==> config.mk <==
export PLATFORM = sky130hd
export DESIGN_NAME = cordic_rr_scheduler
export DESIGN_NICKNAME = d
export VERILOG_FILES = /design/src/rtl/cordic_rr_scheduler.sv
export SDC_FILE = /design/constraint.sdc
export NUM_CORES = 1
export LEC_CHECK = 0
export ABC_AREA = 0
export BUFFER_PORTS_ARGS = -buffer_cell sky130_fd_sc_hd__clkbuf_2
export CAP_MARGIN = 20
export CORE_UTILIZATION = 45
export DETAILED_ROUTE_END_ITERATION = 10
export PLACE_DENSITY = 0.86
export SETUP_SLACK_MARGIN = 0.4
export SYNTH_ARGS = -nofsm -noshare
export SYNTH_HDL_FRONTEND = slang
export SYNTH_SLANG_ARGS = --single-unit
==> constraint.sdc <==
create_clock -name clock_i -period 3.7 [get_ports clock_i]
set_input_delay 0.37 -clock clock_i [delete_from_list [all_inputs] [get_ports clock_i]]
set_output_delay 0.37 -clock clock_i [all_outputs]
set_load 0.05 [all_outputs]
==> src/rtl/cordic_rr_scheduler.sv <==
// Round-robin scheduler sharing one iterative sin/cos CORDIC core between NREQ requesters.
// The core has no reset, so a drain window and a WAIT watchdog keep stale completions out.
module cordic_rr_scheduler #(
    parameter int unsigned NREQ    = 4,
    parameter int unsigned XY_SZ   = 16,
    parameter int unsigned TIMEOUT = 64,
    parameter int unsigned DRAIN   = XY_SZ + 4
) (
    input  logic                 clock_i,
    input  logic                 reset_i,
    input  logic [NREQ-1:0]      req_i,
    input  logic [32*NREQ-1:0]   angle_in_i,
    output logic [NREQ-1:0]      ack_o,
    output logic [NREQ-1:0]      done_o,
    output logic [XY_SZ:0]       cos_out_o,
    output logic [XY_SZ:0]       sin_out_o,
    output logic                 busy_o,
    output logic                 error_o,
    output logic                 core_strobe_o,
    output logic [31:0]          core_angle_o,
    input  logic                 core_strobe_out_i,
    input  logic [XY_SZ:0]       core_cos_i,
    input  logic [XY_SZ:0]       core_sin_i
);

    localparam int unsigned IW = (NREQ > 1) ? $clog2(NREQ) : 1;
    localparam int unsigned DW = $clog2(DRAIN + 1);
    localparam int unsigned WW = $clog2(TIMEOUT + 1);
    localparam int unsigned RW = XY_SZ + 1;
    localparam int unsigned AW = 32;

    typedef enum logic [1:0] {
        S_DRAIN  = 2'd0,
        S_IDLE   = 2'd1,
        S_STROBE = 2'd2,
        S_WAIT   = 2'd3
    } state_e;

    state_e          state_q, state_d;
    logic [DW-1:0]   drain_q, drain_d;
    logic [WW-1:0]   wd_q, wd_d;
    logic [IW-1:0]   ptr_q, ptr_d;
    logic [IW-1:0]   gnt_q, gnt_d;
    logic [AW-1:0]   angle_q, angle_d;
    logic [RW-1:0]   cos_q, cos_d;
    logic [RW-1:0]   sin_q, sin_d;
    logic [NREQ-1:0] done_q, done_d;
    logic            error_q, error_d;
    logic            strobe_q, strobe_d;
    logic            busy_q, busy_d;

    logic [AW-1:0]   angle_arr [NREQ];
    logic [NREQ-1:0] req_elig;
    logic            gnt_vld;
    logic [IW-1:0]   gnt_idx;
    logic [IW:0]     cand;

    for (genvar gi = 0; gi < NREQ; gi++) begin : g_angle
        assign angle_arr[gi] = angle_in_i[AW*gi +: AW];
    end

    // Rotating-priority pick; the index finishing this cycle is skipped so ack and done never coincide.
    always_comb begin
        req_elig = req_i & ~done_q;
        gnt_vld  = 1'b0;
        gnt_idx  = '0;
        cand     = '0;
        for (int k = 0; k < NREQ; k++) begin
            cand = {1'b0, ptr_q} + (IW+1)'(k);
            if (cand >= (IW+1)'(NREQ)) begin
                cand = cand - (IW+1)'(NREQ);
            end
            if (!gnt_vld && req_elig[cand[IW-1:0]]) begin
                gnt_vld = 1'b1;
                gnt_idx = cand[IW-1:0];
            end
        end
    end

    always_ff @(posedge clock_i) begin
        if (reset_i) begin
            state_q  <= S_DRAIN;
            drain_q  <= DW'(DRAIN);
            wd_q     <= '0;
            ptr_q    <= '0;
            gnt_q    <= '0;
            angle_q  <= '0;
            cos_q    <= '0;
            sin_q    <= '0;
            done_q   <= '0;
            error_q  <= 1'b0;
            strobe_q <= 1'b0;
            busy_q   <= 1'b1;
        end else begin
            state_q  <= state_d;
            drain_q  <= drain_d;
            wd_q     <= wd_d;
            ptr_q    <= ptr_d;
            gnt_q    <= gnt_d;
            angle_q  <= angle_d;
            cos_q    <= cos_d;
            sin_q    <= sin_d;
            done_q   <= done_d;
            error_q  <= error_d;
            strobe_q <= strobe_d;
            busy_q   <= busy_d;
        end
    end

    always_comb begin
        state_d = state_q;
        drain_d = drain_q;
        wd_d    = wd_q;
        ptr_d   = ptr_q;
        gnt_d   = gnt_q;
        angle_d = angle_q;
        cos_d   = cos_q;
        sin_d   = sin_q;
        error_d = error_q;
        done_d  = '0;
        ack_o   = '0;

        unique case (state_q)
            // Completions arriving here belong to an abandoned job and are dropped.
            S_DRAIN: begin
                if (drain_q == '0) begin
                    state_d = S_IDLE;
                end else begin
                    drain_d = drain_q - DW'(1);
                end
            end
            S_IDLE: begin
                if (gnt_vld) begin
                    ack_o[gnt_idx] = 1'b1;
                    angle_d        = angle_arr[gnt_idx];
                    gnt_d          = gnt_idx;
                    ptr_d          = (gnt_idx == IW'(NREQ - 1)) ? '0 : gnt_idx + IW'(1);
                    state_d        = S_STROBE;
                end
            end
            S_STROBE: begin
                wd_d    = '0;
                state_d = S_WAIT;
            end
            S_WAIT: begin
                if (core_strobe_out_i) begin
                    cos_d         = core_cos_i;
                    sin_d         = core_sin_i;
                    done_d[gnt_q] = 1'b1;
                    state_d       = S_IDLE;
                end else if (wd_q == WW'(TIMEOUT - 1)) begin
                    error_d       = 1'b1;
                    done_d[gnt_q] = 1'b1;
                    drain_d       = DW'(DRAIN);
                    state_d       = S_DRAIN;
                end else begin
                    wd_d = wd_q + WW'(1);
                end
            end
            default: begin
                drain_d = DW'(DRAIN);
                state_d = S_DRAIN;
            end
        endcase

        strobe_d = (state_d == S_STROBE);
        busy_d   = (state_d != S_IDLE);
    end

    assign done_o        = done_q;
    assign cos_out_o     = cos_q;
    assign sin_out_o     = sin_q;
    assign busy_o        = busy_q;
    assign error_o       = error_q;
    assign core_strobe_o = strobe_q;
    assign core_angle_o  = angle_q;

endmodule

Word level (Yosys, flattened, before mapping)
Index checks and enable logic that the tools add are counted.

cells by class
  add/subtract/negate cells = 10
  multiply operators = 0
  div/mod/pow operators = 0
  magnitude comparators = 13
  equal/unequal tests = 11
  shift-type cells = 0
  muxes and demuxes = 44
  bitwise gates (word level) = 5
  reduce and logical (&&, ||, !) cells = 18

operators with widths
  kind                                                        count
  binary-select mux 32 bit (select 2 bit)                     1
  two-way mux 32 bit                                          2
  two-way mux 2 bit                                           13
  less-than comparator 2 x 3 -> 1 bit, second input constant  6
  two-way mux 4 bit                                           4
  two-way mux 5 bit                                           3
  two-way mux 7 bit                                           2
  case mux 7 bit (2 select lines)                             1
  greater-or-equal comparator 3 bit, second input constant    4
  two-way mux 1 bit                                           10
  case mux 5 bit (2 select lines)                             1
  binary-select mux 1 bit (select 2 bit)                      4
  equality test 2 bit, second input constant                  4
  inequality test 2 bit, second input constant                4
  case mux 2 bit (4 select lines)                             1
  subtractor 2 x 1 -> 2 bit, second input constant            4
  adder 7 x 1 -> 7 bit, second input constant                 1
  equality test 7 x 6 -> 1 bit, second input constant         1
  adder 2 x 2 -> 3 bit, second input constant                 2
  AND reduction 3 bit                                         2
  logical AND 1 bit                                           5
  logical NOT 5 bit                                           1
  subtractor 5 x 1 -> 5 bit, second input constant            1
  AND 4 bit                                                   1
  other kinds (16)                                            23

word-level totals
  register bits after elaboration = 91
  latch bits = 0
  memory bits (writable) = 0
  bits in read-only memories = 0
  input bits = 169
  output and inout port bits = 77
  logic and storage cells = 113
  memories = 0

Logic depth before layout (Yosys ltp)
Gate-level depths: netlist of the first run.

  word-level depth = 20
  gate-level depth with buffers = 8

Worst setup path after synthesis of the first run
Ideal clock, no wire load.

  kind = register to output
  from = register done_q[3] (netlist: done_o[3])
  to = output port ack_o[0]
  data arrival time = 2.190 ns
  data required time = 3.330 ns
  slack = 1.140 ns
  stages on the path, launching flop included = 9
  buffers on the path = 2
  cells stage by stage = dfxtp_1 and2b_1 a311oi_2 a211oi_4 buf_12 buf_12 inv_1 ha_1 and2_1

on the way
  cells in the longest elaborated chain, start to end = 20
  elaborated cells between the ends (all ways) = 31
  those cells by class = order compare (2); mux (20); bitwise (2); reduce/logical (7)

RTL lines
  what                                                                                                                            line  RTL
  start, declared                                                                                                                 47    logic [NREQ-1:0] done_q, done_d;
  start signal, assigned                                                                                                          103   done_q <= done_d;
  NOT 4 bit *                                                                                                                     64    req_elig = req_i & ~done_q;
  AND 4 bit *                                                                                                                     64
  binary-select mux 1 bit (select 2 bit)                                                                                          73    if (!gnt_vld && req_elig[cand[IW-1:0]]) begin
  two-way mux 1 bit (not written as such)                                                                                         73
  two-way mux 1 bit                                                                                                               73
  logical NOT 1 bit                                                                                                               73
  logical AND 1 bit                                                                                                               73
  two-way mux 1 bit                                                                                                               73
  [5 not listed]                                                                                                                  --
  two-way mux 2 bit *                                                                                                             73
  net gnt_idx[1]                                                                                                                  55    logic [IW-1:0] gnt_idx;
  less-than comparator 2 x 3 -> 1 bit (not written as such) / greater-or-equal comparator 2 x 1 -> 1 bit (equally long branches)  134   ack_o[gnt_idx] = 1'b1;
  logical AND 1 bit (not written as such)                                                                                         134
  two-way mux 1 bit (not written as such)                                                                                         134
  demux 1 bit (select 2 bit) *                                                                                                    134
  two-way mux 4 bit *                                                                                                             133   if (gnt_vld) begin
  two-way mux 4 bit *                                                                                                             123   unique case (state_q)
  end, declared                                                                                                                   13    output logic [NREQ-1:0] ack_o,

The timed path passes the listed nets; every way through them passes the cells marked *. The select of a mux whose other input is x is not followed.

Final worst setup path of the first run
  from = register done_q[1] (netlist: done_o[1])
  to = output port ack_o[2]

on the way
  cells in the longest elaborated chain, start to end = 20
  elaborated cells between the ends (all ways) = 31
  those cells by class = order compare (2); mux (20); bitwise (2); reduce/logical (7)

RTL lines
  what                                                                                                                            line
  NOT 4 bit *                                                                                                                     64
  AND 4 bit *                                                                                                                     64
  binary-select mux 1 bit (select 2 bit)                                                                                          73
  two-way mux 1 bit (not written as such)                                                                                         73
  two-way mux 1 bit                                                                                                               73
  logical NOT 1 bit                                                                                                               73
  logical AND 1 bit                                                                                                               73
  two-way mux 1 bit                                                                                                               73
  [4 not listed]                                                                                                                  --
  logical AND 1 bit                                                                                                               73
  two-way mux 2 bit                                                                                                               73
  less-than comparator 2 x 3 -> 1 bit (not written as such) / greater-or-equal comparator 2 x 1 -> 1 bit (equally long branches)  134
  logical AND 1 bit (not written as such)                                                                                         134
  two-way mux 1 bit (not written as such)                                                                                         134
  demux 1 bit (select 2 bit)                                                                                                      134
  two-way mux 4 bit *                                                                                                             133
  two-way mux 4 bit *                                                                                                             123

Every way passes the cells marked *; elsewhere a longest branch is shown, timed or not. The select of a mux whose other input is x is not followed.

==> results of run 1 <==
-- power by group --
part | internal (mW) | total (mW) | switching (mW)
registers | 1.02 | 1.04 | 0.0282
logic | 0.179 | 0.402 | 0.223
clock network | 0.286 | 0.681 | 0.395
-- worst max-delay path by stage --
stage / to / slack, ns
global placement: core_angle_o[12]$_SDFFE_PP0P_ / 1.35
finish: ack_o[2] / 1.13
floorplan: ack_o[0] / 1.14
global route: ack_o[2] / 0.97
CTS: ack_o[0] / 1.12
detailed placement: core_angle_o[25]$_SDFFE_PP0P_ / 1.26
-- cell type report --
type / instances / area (um2)
Tap cell: 129 / 161
Fill cell: 796 / 3460
Timing Repair Buffer: 252 / 1330
Multi-Input combinational cell: 342 / 2310
Sequential cell: 91 / 1820
Inverter: 8 / 30.0
Clock inverter: 6 / 67.6
Clock buffer: 10 / 138
-- routing by layer --
layer / vias to the layer above / wire, um / GRT usage [%]
met1: 2035 / 4990 / 28.2
met3: 17 / 1100 / 8.04
li1: 2173 / - / -
met2: 198 / 6200 / 39.6
met4: 0 / 190 / 8.47
met5: - / 0 / 0
-- state kept, by name, summed over array words and instances (netlist names) --
signal         count
core_angle_o      32
busy_o             1
sin_out_o         17
gnt_q              2
state_q            2
done_o             4
wd_q               7
core_strobe_o      1
ptr_q              2
cos_out_o         17
error_o            1
drain_q            5
-- cells by family (layout without fill, tap and decap cells) --
kind of cell / Yosys count / count (layout) / share of synthesized area (%)
adders and majority gates: 6 / 6 / 1.72
AOI/OAI and AO/OA: 97 / 97 / 16.4
buffers and inverters: 42 / 276 / 5.67
and+or+nand+nor: 171 / 171 / 19.1
DFF: 91 / 91 / 41.7
muxes: 64 / 64 / 14.6
xor gates and xnor gates: 4 / 4 / 0.801
-- cells in the final DEF (no fill, tap or decap), types with 3 or more instances in the layout --
cell type | Yosys | layout
and2_1 | 4 | 4
or4_1 | 4 | 4
nand3_1 | 37 | 37
nor3_1 | 5 | 5
inv_8 | 0 | 3
nand2_1 | 83 | 83
o211ai_1 | 5 | 5
o221ai_1 | 32 | 32
nor2_1 | 13 | 13
inv_1 | 6 | 6
xor2_1 | 3 | 3
clkbuf_8 | 0 | 10
ha_1 | 6 | 6
clkbuf_2 | 0 | 245
a21oi_1 | 43 | 43
dfxtp_1 | 91 | 91
buf_4 | 3 | 4
mux2i_1 | 64 | 64
-- synth_stat cells, drive strengths merged (3+ instances only) --
cell | n | area, um2
a21oi | 43 | 215
and2 | 4 | 25.0
buf | 16 | 146
clkbuf | 18 | 71.3
dfxtp | 91 | 1820
ha | 6 | 75.1
inv | 7 | 26.3
mux2i | 64 | 641
nand2 | 84 | 318
nand3 | 37 | 185
nor2 | 13 | 48.8
nor2b | 3 | 21.3
nor3 | 5 | 25.0
o211ai | 5 | 37.5
o21ai | 5 | 40.0
o221ai | 32 | 280
or4 | 5 | 41.3
xor2 | 3 | 26.3
-- worst min-delay path: stages --
cell      delay (ns)
clkbuf_2        0.08
nand2_1         0.04
a21oi_1         0.05
-- metrics by stage --
| stage | instances | utilization, % | hold WS (ns) |
|---|---|---|---|
| 3_3_place_gp | 820 | 60.1 | 0.431 |
| 3_5_place_dp | 820 | 60.1 | 0.439 |
| 5_1_grt | 838 | 62.9 | 0.183 |
| 6_report | 838 | 62.9 | 0.206 |
| 2_1_floorplan | 475 | - | 0.424 |
| 4_1_cts | 836 | 62.3 | 0.195 |
==> results by group, run 1 <==
Status
  – Outcome: finished, final reports clean

Layout
  – Number of diodes: 0
  – Design area: 5860 um2
  – Area grow syn2layout: 34.1%
  – NumNets Final: 879
  – Layout cells sized above 1: 39.9%

Synthesis
  – Cell count after synthesis: 475
  – Post-synthesis cell type count: between 50 and 60
  – Syn_area_per_cell: 9.21 um2
  – Number of synthesized flops with an enable pin: 0
  – Top FF cell, synth: dfxtp_1
  – Ys async rst share: 0%
  – Synth warnings: 0
  – Synthesized net count: 650
  – Number of synthesized register bits: 91
  – Post-Synthesis Cell Area: 4370 um2
  – Post-synthesis sequential area ratio: a little over two fifths

Global route
  – Initial antenna violation count: 0
  – Vias in the first global route: 4099
  – First-pass GRT wire length: approximately 19000 um
  – Largest net degree at the start of global routing: 65
  – Total gr overflow: 0
  – Total track usage: between 20% and 30%

Worst setup path
  – Crit Path Max Fanout: 7
  – Setup crit start kind: register
  – Slowest cell on the critical path: nor3_1
  – Req. time, crit path: 3.33 ns
  – Slowest stage delay, CP: 0.51 ns
  – Critical path buffers and inverters: 1
  – Worst EP arrival: 2.20 ns
  – Worst R2R Path Depth: 6
  – Critical path depth in cells: 5
  – R2R Setup Slk: 1.56 ns
  – Crit. End Element: output pin
  – Worst Setup SP: done_o[1]$_SDFF_PP0_
  – Critical path's top delay family: simple AND/OR/NAND/NOR gates
  – Critical path type: reg -> out
  – Cell Chain, Critical Path: nor2b_1, nor4_1, nor3_1, and2_1, clkbuf_2
  – Worst flop-to-flop path endpoint: core_angle_o[6]$_SDFFE_PP0P_
  – Worst reg2reg path startpoint: done_o[2]$_SDFF_PP0_

STA
  – Final worst setup slack: 1.13 ns
  – Actual slew at the worst max-slew pin: 0.627 ns
  – Final min period: 2.57 ns
  – Hold Violations, Final: 0
  – Setup-failing EPs final: 0
  – RSZ-0062 raised after global routing: no
  – Tcrit/Tclk final: 69.5%
  – Setup TNS: 0 ns
  – Fmax: 389 MHz
  – Relative slew margins: 57.9%
  – Clk_skew: about 0.014 ns
  – Max-slew violation count: 0

Drt
  – Avg WL per Cell: 14.9 um
  – Drt first pass iters: 4
  – Starting DRT DRC Count: around 180
  – Post-route antenna net violation count: 0
  – DR vias: 4423
  – # DRC: 0
  – Total Wirelength: 12500 um
  – Vias per inst: between 5 and 6

Clocking
  – Clk slew on worst S/H paths: 0.11 ns
  – CTS tree: built
  – Clock H-tree levels: 3
  – Cts repair resizes: 0
  – CTS Root Cell: clkbuf_8
  – Clock sinks: between 90 and 100
  – TritonCTS buffer count: 9
  – Clock Latency Late Sink: ~0.36 ns
  – CTS Hold Bufs: 0
  – Post-CTS Setup Bufs: 0
  – Clock Path Buffers: 2

Place
  – Final GP Congestion: 0.815
  – DP Area: 5600 um2
  – IO buf count: 245
  – Worst slack, placed: 1.26 ns
  – Final HPWL from detailed placement: 9600 um

Min path
  – WHS Path Cells: 3
  – Hold path endpoint: sin_out_o[1]$_SDFFE_PP0P_
  – Hold Crit Start: core_sin_i[1]
  – Hold Crit Class: in -> reg

Pwr
  – Lkg Pwr: 2.65 nW
  – Pwr Density: 363 nW/um2
  – Max VDD drop: 0.000282 V
  – Total power: ~2.1 mW

Floorplanning
  – I/O Pins: 246
  – Die area: 10100 um2
  – Die Height: 101 um
  – Initial core utilization: 46.9%
  – # rows: 35
  – Die W: a little over 100 um
  – Core Footprint: 9330 um2

Run
  – Max Cap Viol: 0
Note: power is estimated with default switching activity, not from simulation.
==> inputs of run 2 (changes only) <==
--- a/config.mk
+++ b/config.mk
@@ -5,12 +5,12 @@
 export SDC_FILE = /design/constraint.sdc
 export NUM_CORES = 1
 export LEC_CHECK = 0
-export ABC_AREA = 0
+export ABC_AREA = 1
 export BUFFER_PORTS_ARGS = -buffer_cell sky130_fd_sc_hd__clkbuf_2
 export CAP_MARGIN = 20
 export CORE_UTILIZATION = 45
 export DETAILED_ROUTE_END_ITERATION = 10
-export PLACE_DENSITY = 0.86
+export PLACE_DENSITY = 0.82
 export SETUP_SLACK_MARGIN = 0.4
 export SYNTH_ARGS = -nofsm -noshare
 export SYNTH_HDL_FRONTEND = slang
==> constraint.sdc (replaced) <==
create_clock -name clock_i -period 2.4 [get_ports clock_i]
set_input_delay 0.24 -clock clock_i [delete_from_list [all_inputs] [get_ports clock_i]]
set_output_delay 0.24 -clock clock_i [all_outputs]
set_load 0.05 [all_outputs]
==> run 2 against run 1 <==
  * Area after synthesis is 26% higher
  * Sequential share of layout area is 6.2 points lower
  * Global-route usage is 1.3 points higher
  * Non-clock buffer count is 12 higher
  * Total power is 110% higher
  * Die area is 26% higher
  * Hold slack worse by 0.090 ns
  * Final area is 26% higher
  * Worst setup slack worse by 1.1 ns
==> results by group, run 2 <==
Place
  – DP Area: 6910 um2 (+23%)
  – Cells after DPL: 1256 (+53%)
  – Final HPWL from detailed placement: 11200 um (+17%)
  – Final GP Congestion: 0.820 (+0.63%)
  – IO buf count: 245 (unchanged)

Worst setup path
  – Crit. End Element: output pin
  – Setup crit start kind: register
  – Crit Path Max Fanout: 8 (+1)
  – Cell Chain, Critical Path: inv_8, nand3_2, nand2_2, nand2_2, nand2_2, nand2_4, nand2_2, nand2_2, nand3_4, inv_4, ha_2, inv_2, nor2_4, buf_8
  – Slowest cell on the critical path: dfxtp_4
  – Req. time, crit path: 2.16 ns (-1.17 ns)
  – Most used cell, CP: nand2_2
  – Worst EP arrival: 2.11 ns (-0.09 ns)
  – Critical path type: reg -> out
  – Slowest stage delay, CP: 0.45 ns (-0.06 ns)

Layout
  – Non-Filler Instances: 1278 (+53%)
  – Area grow syn2layout: 34.3%
  – Most common cell after layout, fill and taps aside: clkbuf_2
  – NumNets Final: 1301 (+48%)
  – Most frequent cells in the layout: clkbuf_2 (241), inv_1 (183), nand3_1 (165)
  – Final core occ: 62.0% (-0.89 points)
  – Number of diodes: 0 (unchanged)
  – Layout cells sized above 1: 31.6% (-8.4 points)
  – Design area: 7410 um2 (+26%)
  – Largest register FFs: 32 (unchanged)

Min path
  – Hold Crit Class: in -> reg

Synthesis
  – Post-synthesis cell type count: 30 (-47%)
  – Top-area cell type share of the netlist area: 33.0% (-8.7 points)
  – Post-synthesis sequential area ratio: 33.0% (-8.7 points)
  – Number of synthesized flops with an enable pin: 0 (unchanged)
  – Syn_area_per_cell: 6.12 um2 (-34%)
  – Number of synthesized register bits: 91 (unchanged)
  – Synthesized net count: 1077 (+66%)
  – Count leader, synth: inv_1
  – Top post-synthesis cells by area: dfxtp_1 (33%), nand3_1 (16%), inv_1 (13%)
  – Cell count after synthesis: 902 (+90%)
  – Synth warnings: 0 (unchanged)
  – Post-Synthesis Cell Area: 5520 um2 (+26%)
  – Ys async rst share: 0% (unchanged)
  – Top FF cell, synth: dfxtp_1
  – Top post-synthesis cells by count: inv_1 (191), nand3_1 (173), nor2_1 (159), nand2_1 (131), dfxtp_1 (91)
  – Post-synth top area cell: dfxtp_1

STA
  – Actual slew at the worst max-slew pin: 0.446 ns (-0.181 ns)
  – Tcrit/Tclk final: 97.9%
  – Setup TNS: 0 ns (unchanged)
  – Setup-failing EPs final: 0 (unchanged)
  – Fmax: approximately 430 MHz
  – Final min period: 2.35 ns
  – Relative slew margins: 70.3% (+12 points)
  – Hold Violations, Final: 0 (unchanged)
  – Clk_skew: 0.00600 ns (-0.00753 ns)
  – RSZ-0062 raised after global routing: yes
  – Max-slew violation count: 0 (unchanged)

Clocking
  – CTS Hold Bufs: 0 (unchanged)
  – CTS tree: built
  – Clock H-tree levels: 3 (unchanged)
  – TritonCTS buffer count: 9 (unchanged)
  – CTS Root Cell: clkbuf_16
  – Clock Path Buffers: 2 (unchanged)
  – Clock sinks: 91 (unchanged)
  – Clock Latency Late Sink: 0.34 ns (-0.02 ns)
  – Clk slew on worst S/H paths: 0.07 ns (-0.04 ns)

Pwr
  – Total power: 4.46 mW (+110%)
  – Lkg Pwr: 4.37 nW (+65%)
  – Max VDD drop: 0.000471 V (+67%)
  – Pwr Density: 601 nW/um2 (+66%)

Drt
  – Vias per inst: 4.88 (-7.5%)
  – Total Wirelength: 15900 um (+27%)
  – Post-route antenna net violation count: 0 (unchanged)
  – Starting DRT DRC Count: 473 (+160%)
  – Drt first pass iters: 5 (+1)
  – Avg WL per Cell: 12.4 um (-16%)
  – # DRC: 0 (unchanged)
  – DR vias: 6241 (+41%)

Floorplanning
  – Die W: 113 um (+12%)
  – Core Footprint: 12000 um2 (+28%)
  – # rows: 40 (+14%)
  – Die Height: 113 um (+12%)
  – Die area: 12700 um2 (+26%)
  – I/O Pins: 246 (unchanged)
  – Initial core utilization: 46.1% (-0.74 points)

Global route
  – Total gr overflow: 0 (unchanged)
  – Vias in the first global route: 5620 (+37%)
  – Largest net degree at the start of global routing: 65 (unchanged)
  – First-pass GRT wire length: 25600 um (+35%)
  – Initial antenna violation count: 0 (unchanged)
  – Total track usage: 24.9% (+1.3 points)

Status
  – Outcome: finished, final reports clean

Run
  – Max Cap Viol: 0 (unchanged)
-- run 2: timing repair --
action	CTS	global route
buffers inserted	5	1
setup endpoints to repair	37	38
pin swaps	6	5
gates cloned	0	0
gates resized for setup	24	17
-- run 2: cells by family after synthesis --
logic type	count (synthesis)	share of synthesized area [%]
AND/OR/NAND/NOR	499	41.2
adder cells (fa/ha/maj)	6	1.36
XOR/XNOR	1	0.159
flip-flops	91	33.0
buffers and inverters	247	18.7
AO/OA/AOI/OAI	58	5.51
-- run 2: path summary, 6_finish.rpt --
check                          start                             to  slack, ns  cells after the start
max            ptr_q[0]$_SDFFE_PP0P_                       ack_o[3]       0.05                     14
max reg2reg    ptr_q[0]$_SDFFE_PP0P_  core_angle_o[14]$_SDFFE_PP0P_       0.23                     14
min reg2reg  drain_q[0]$_SDFFE_PP0P_        drain_q[0]$_SDFFE_PP0P_       0.46                      2
min                   core_cos_i[16]     cos_out_o[16]$_SDFFE_PP0P_       0.12                      3
-- run 2: layout make-up --
| type | count | area [um2] |
|---|---|---|
| inverters | 196 | 751 |
| fillers | 1126 | 4550 |
| multi-input cells | 564 | 2850 |
| repair buffers | 264 | 1480 |
| flip-flops and latches | 91 | 1840 |
| clock inverters | 6 | 70.1 |
| well taps | 147 | 184 |
| clock buffers | 10 | 239 |
-- run 2: metal layers --
| metal | up-vias | track usage (%) | share of wire (%) |
|---|---|---|---|
| li1 | 3200 | - | - |
| met1 | 2737 | 30.1 | 43 |
| met4 | 0 | 11.5 | 3.0 |
| met3 | 37 | 5.46 | 7.6 |
| met5 | - | 0 | 0 |
| met2 | 267 | 42.3 | 47 |
-- run 2: power by group --
group	internal [mW]	switching, mW
sequential	1.56	0.0425
combinational	0.503	0.870
clock	0.848	0.631
-- run 2: worst max-delay path: cells and delay by family, from the launching register on --
kind	cells	cell delay, ns
DFF	1	0.45
adders and majority gates	1	0.17
and+or+nand+nor	9	0.76
buffers and inverters	4	0.37
-- run 2: stage by stage --
stage          hold slack (ns)  setup WS [ns]
2_1_floorplan            0.375          0.368
3_3_place_gp             0.439          0.129
3_5_place_dp             0.448         0.0168
4_1_cts                  0.106         0.0813
5_1_grt                  0.106        -0.0631
6_report                 0.116         0.0511
==> inputs of run 3 (changes only) <==
--- a/config.mk
+++ b/config.mk
@@ -5,12 +5,12 @@
 export SDC_FILE = /design/constraint.sdc
 export NUM_CORES = 1
 export LEC_CHECK = 0
-export ABC_AREA = 1
+export ABC_AREA = 0
 export BUFFER_PORTS_ARGS = -buffer_cell sky130_fd_sc_hd__clkbuf_2
 export CAP_MARGIN = 20
 export CORE_UTILIZATION = 45
 export DETAILED_ROUTE_END_ITERATION = 10
-export PLACE_DENSITY = 0.82
+export PLACE_DENSITY = 0.86
 export SETUP_SLACK_MARGIN = 0.4
 export SYNTH_ARGS = -nofsm -noshare
 export SYNTH_HDL_FRONTEND = slang
==> run 3 against run 2 <==
  * Via count is 25% lower
  * Non-clock buffer count increased by 8
  * Global-route usage grew 2.0 points
  * Maximum frequency grew 5.1%
  * First-iteration DRC count decreased by 60%
  * Clock skew rose by 0.0086 ns
  * Combinational power fell by 46%
  * Hold slack worse by 0.027 ns
  * Core utilization rose by 6.5 points
  * Final area shrank 14%
  * Register-to-register slack gained 0.17 ns
  * Sequential share of layout area is 4.0 points higher
  * Critical endpoint is now ack_o[1]
==> results by group, run 3 (synthesis gave the netlist of run 1 again) <==
Global route
  – Largest net degree at the start of global routing: 38 (-42%)
  – Total gr overflow: 0 (unchanged)
  – Initial antenna violation count: 0 (unchanged)
  – Total track usage: 27.0% (+2.0 points)
  – First-pass GRT wire length: 21400 um (-16%)
  – Vias in the first global route: 4520 (-20%)

Layout
  – Area grow syn2layout: 46.1%
  – Most frequent cells in the layout: clkbuf_2 (241), nand2_1 (83), dfxtp_1 (82)
  – Largest register FFs: 32 (unchanged)
  – Number of diodes: 0 (unchanged)
  – NumNets Final: 899 (-31%)
  – Most common cell after layout, fill and taps aside: clkbuf_2
  – Layout cells sized above 1: 46.1% (+15 points)

Pwr
  – Lkg Pwr: 2.86 nW (-35%)
  – Max VDD drop: 0.000428 V (-9.1%)
  – Total power: 3.48 mW (-22%)
  – Pwr Density: 545 nW/um2 (-9.4%)

Floorplanning
  – Initial core utilization: 46.9% (+0.74 points)
  – I/O Pins: 246 (unchanged)
  – Die Height: 101 um (-11%)
  – # rows: 35 (-13%)
  – Core Footprint: 9330 um2 (-22%)
  – Die area: 10100 um2 (-20%)
  – Die W: 101 um (-11%)

STA
  – Final min period: 2.23 ns (-0.115 ns)
  – Hold Violations, Final: 0 (unchanged)
  – Max-slew violation count: 0 (unchanged)
  – Clk_skew: 0.0146 ns (+0.00858 ns)
  – Setup TNS: 0 ns (unchanged)
  – RSZ-0062 raised after global routing: yes
  – Setup-failing EPs final: 0 (unchanged)
  – Relative slew margins: 63.9% (-6.4 points)
  – Tcrit/Tclk final: 93.1% (-4.8 points)
  – Actual slew at the worst max-slew pin: 0.537 ns (+0.0904 ns)
  – Fmax: 448 MHz (+5.1%)

Worst setup path
  – Setup crit start kind: register
  – Crit Path Max Fanout: 4 (-4)
  – Slowest cell on the critical path: or3b_4
  – Crit. End Element: output pin
  – Req. time, crit path: 2.16 ns (about the same)
  – Critical path type: reg -> out
  – Worst reg2reg path startpoint: ptr_q[0]$_SDFFE_PP0P_
  – Slowest stage delay, CP: 0.41 ns (-0.04 ns)
  – Cell Chain, Critical Path: or3b_4, a21oi_4, a21o_4, inv_6, ha_4, and2_4, clkbuf_16
  – Worst EP arrival: 1.99 ns (-0.12 ns)
  – Critical path's top delay family: simple AND/OR/NAND/NOR gates
  – Critical path buffers and inverters: 2 (-2)
  – Worst Setup SP: done_o[0]$_SDFF_PP0_

Clocking
  – CTS tree: built
  – TritonCTS buffer count: 9 (unchanged)
  – Clock sinks: 91 (unchanged)
  – Clk slew on worst S/H paths: 0.10 ns (+0.03 ns)
  – Clock Path Buffers: 2 (unchanged)
  – Clock H-tree levels: 3 (unchanged)
  – Clock Latency Late Sink: 0.36 ns (+0.02 ns)
  – CTS Root Cell: clkbuf_8

Place
  – Final GP Congestion: 0.823 (+0.30%)
  – IO buf count: 245 (unchanged)
  – Final HPWL from detailed placement: 9950 um (-11%)

Drt
  – Post-route antenna net violation count: 0 (unchanged)
  – DR vias: 4702 (-25%)
  – Drt first pass iters: 5 (unchanged)
  – Starting DRT DRC Count: 190 (-60%)
  – Vias per inst: 5.48 (+12%)
  – # DRC: 0 (unchanged)
  – Total Wirelength: 14800 um (-7.0%)
  – Avg WL per Cell: 17.2 um (+39%)

Status
  – Outcome: finished, final reports clean

Min path
  – Hold Crit Class: in -> reg
  – Hold Crit Start: core_sin_i[11]

Run
  – Max Cap Viol: 0 (unchanged)
[run 3: through the flow]
| step | setup WS, ns | instance area (um2) | hold WS (ns) | utilization (%) | instances |
|---|---|---|---|---|---|
| finish | 0.166 | 6390 | 0.0891 | 68.5 | 858 |
| global route | 0.112 | 6390 | 0.0722 | 68.5 | 858 |
| CTS | 0.153 | 6160 | 0.0749 | 66.0 | 851 |
| detailed placement | 0.116 | 5650 | 0.443 | 60.6 | 823 |
| global placement | 0.339 | 5650 | 0.432 | 60.6 | 823 |
| floorplan | 0.387 | 4400 | 0.376 | - | 475 |
[run 3: path summary, 6_finish.rpt]
path	endpoint	slack, ns	cells past startpoint
worst max-delay path	ack_o[1]	0.17	7
worst min-delay path	sin_out_o[11]$_SDFFE_PP0P_	0.09	3
worst max register to register	core_angle_o[24]$_SDFFE_PP0P_	0.40	7
worst min register to register	wd_q[6]$_SDFFE_PP0P_	0.45	1
[run 3: area by class of cell]
cell class | count | area [um2]
clock inverters | 5 | 67.6
well taps | 129 | 161
clock buffers | 11 | 151
flip-flops and latches | 91 | 1850
multi-input cells | 342 | 2500
fillers | 722 | 2940
repair buffers | 272 | 1620
inverters | 8 | 35.0
[run 3: where the power goes]
group	switching (mW)	internal, mW
combinational	0.387	0.352
sequential	0.0437	1.56
clock	0.581	0.556
total	1.01	2.47
[run 3: timing repair]
action,CTS,global route
gates cloned,2,2
resized for setup,33,31
pin swaps,5,9
buffers inserted,10,5
hold buffers,0,0
endpoints found under the setup margin,36,38
[run 3: per-layer routing]
metal | vias up | global-route usage (%) | part of all wire, %
li1 | 2223 | - | -
met1 | 2249 | 31.0 | 39
met4 | 0 | 11.3 | 2.4
met5 | - | 0 | 0
met2 | 199 | 46.6 | 52
met3 | 31 | 7.98 | 6.8
[run 3: tightest hold or removal path, delay by kind of cell]
kind                   cells  cell delay (ns)
buffers and inverters      1             0.08
AO/OA/AOI/OAI              1             0.05
AND/OR/NAND/NOR            1             0.04
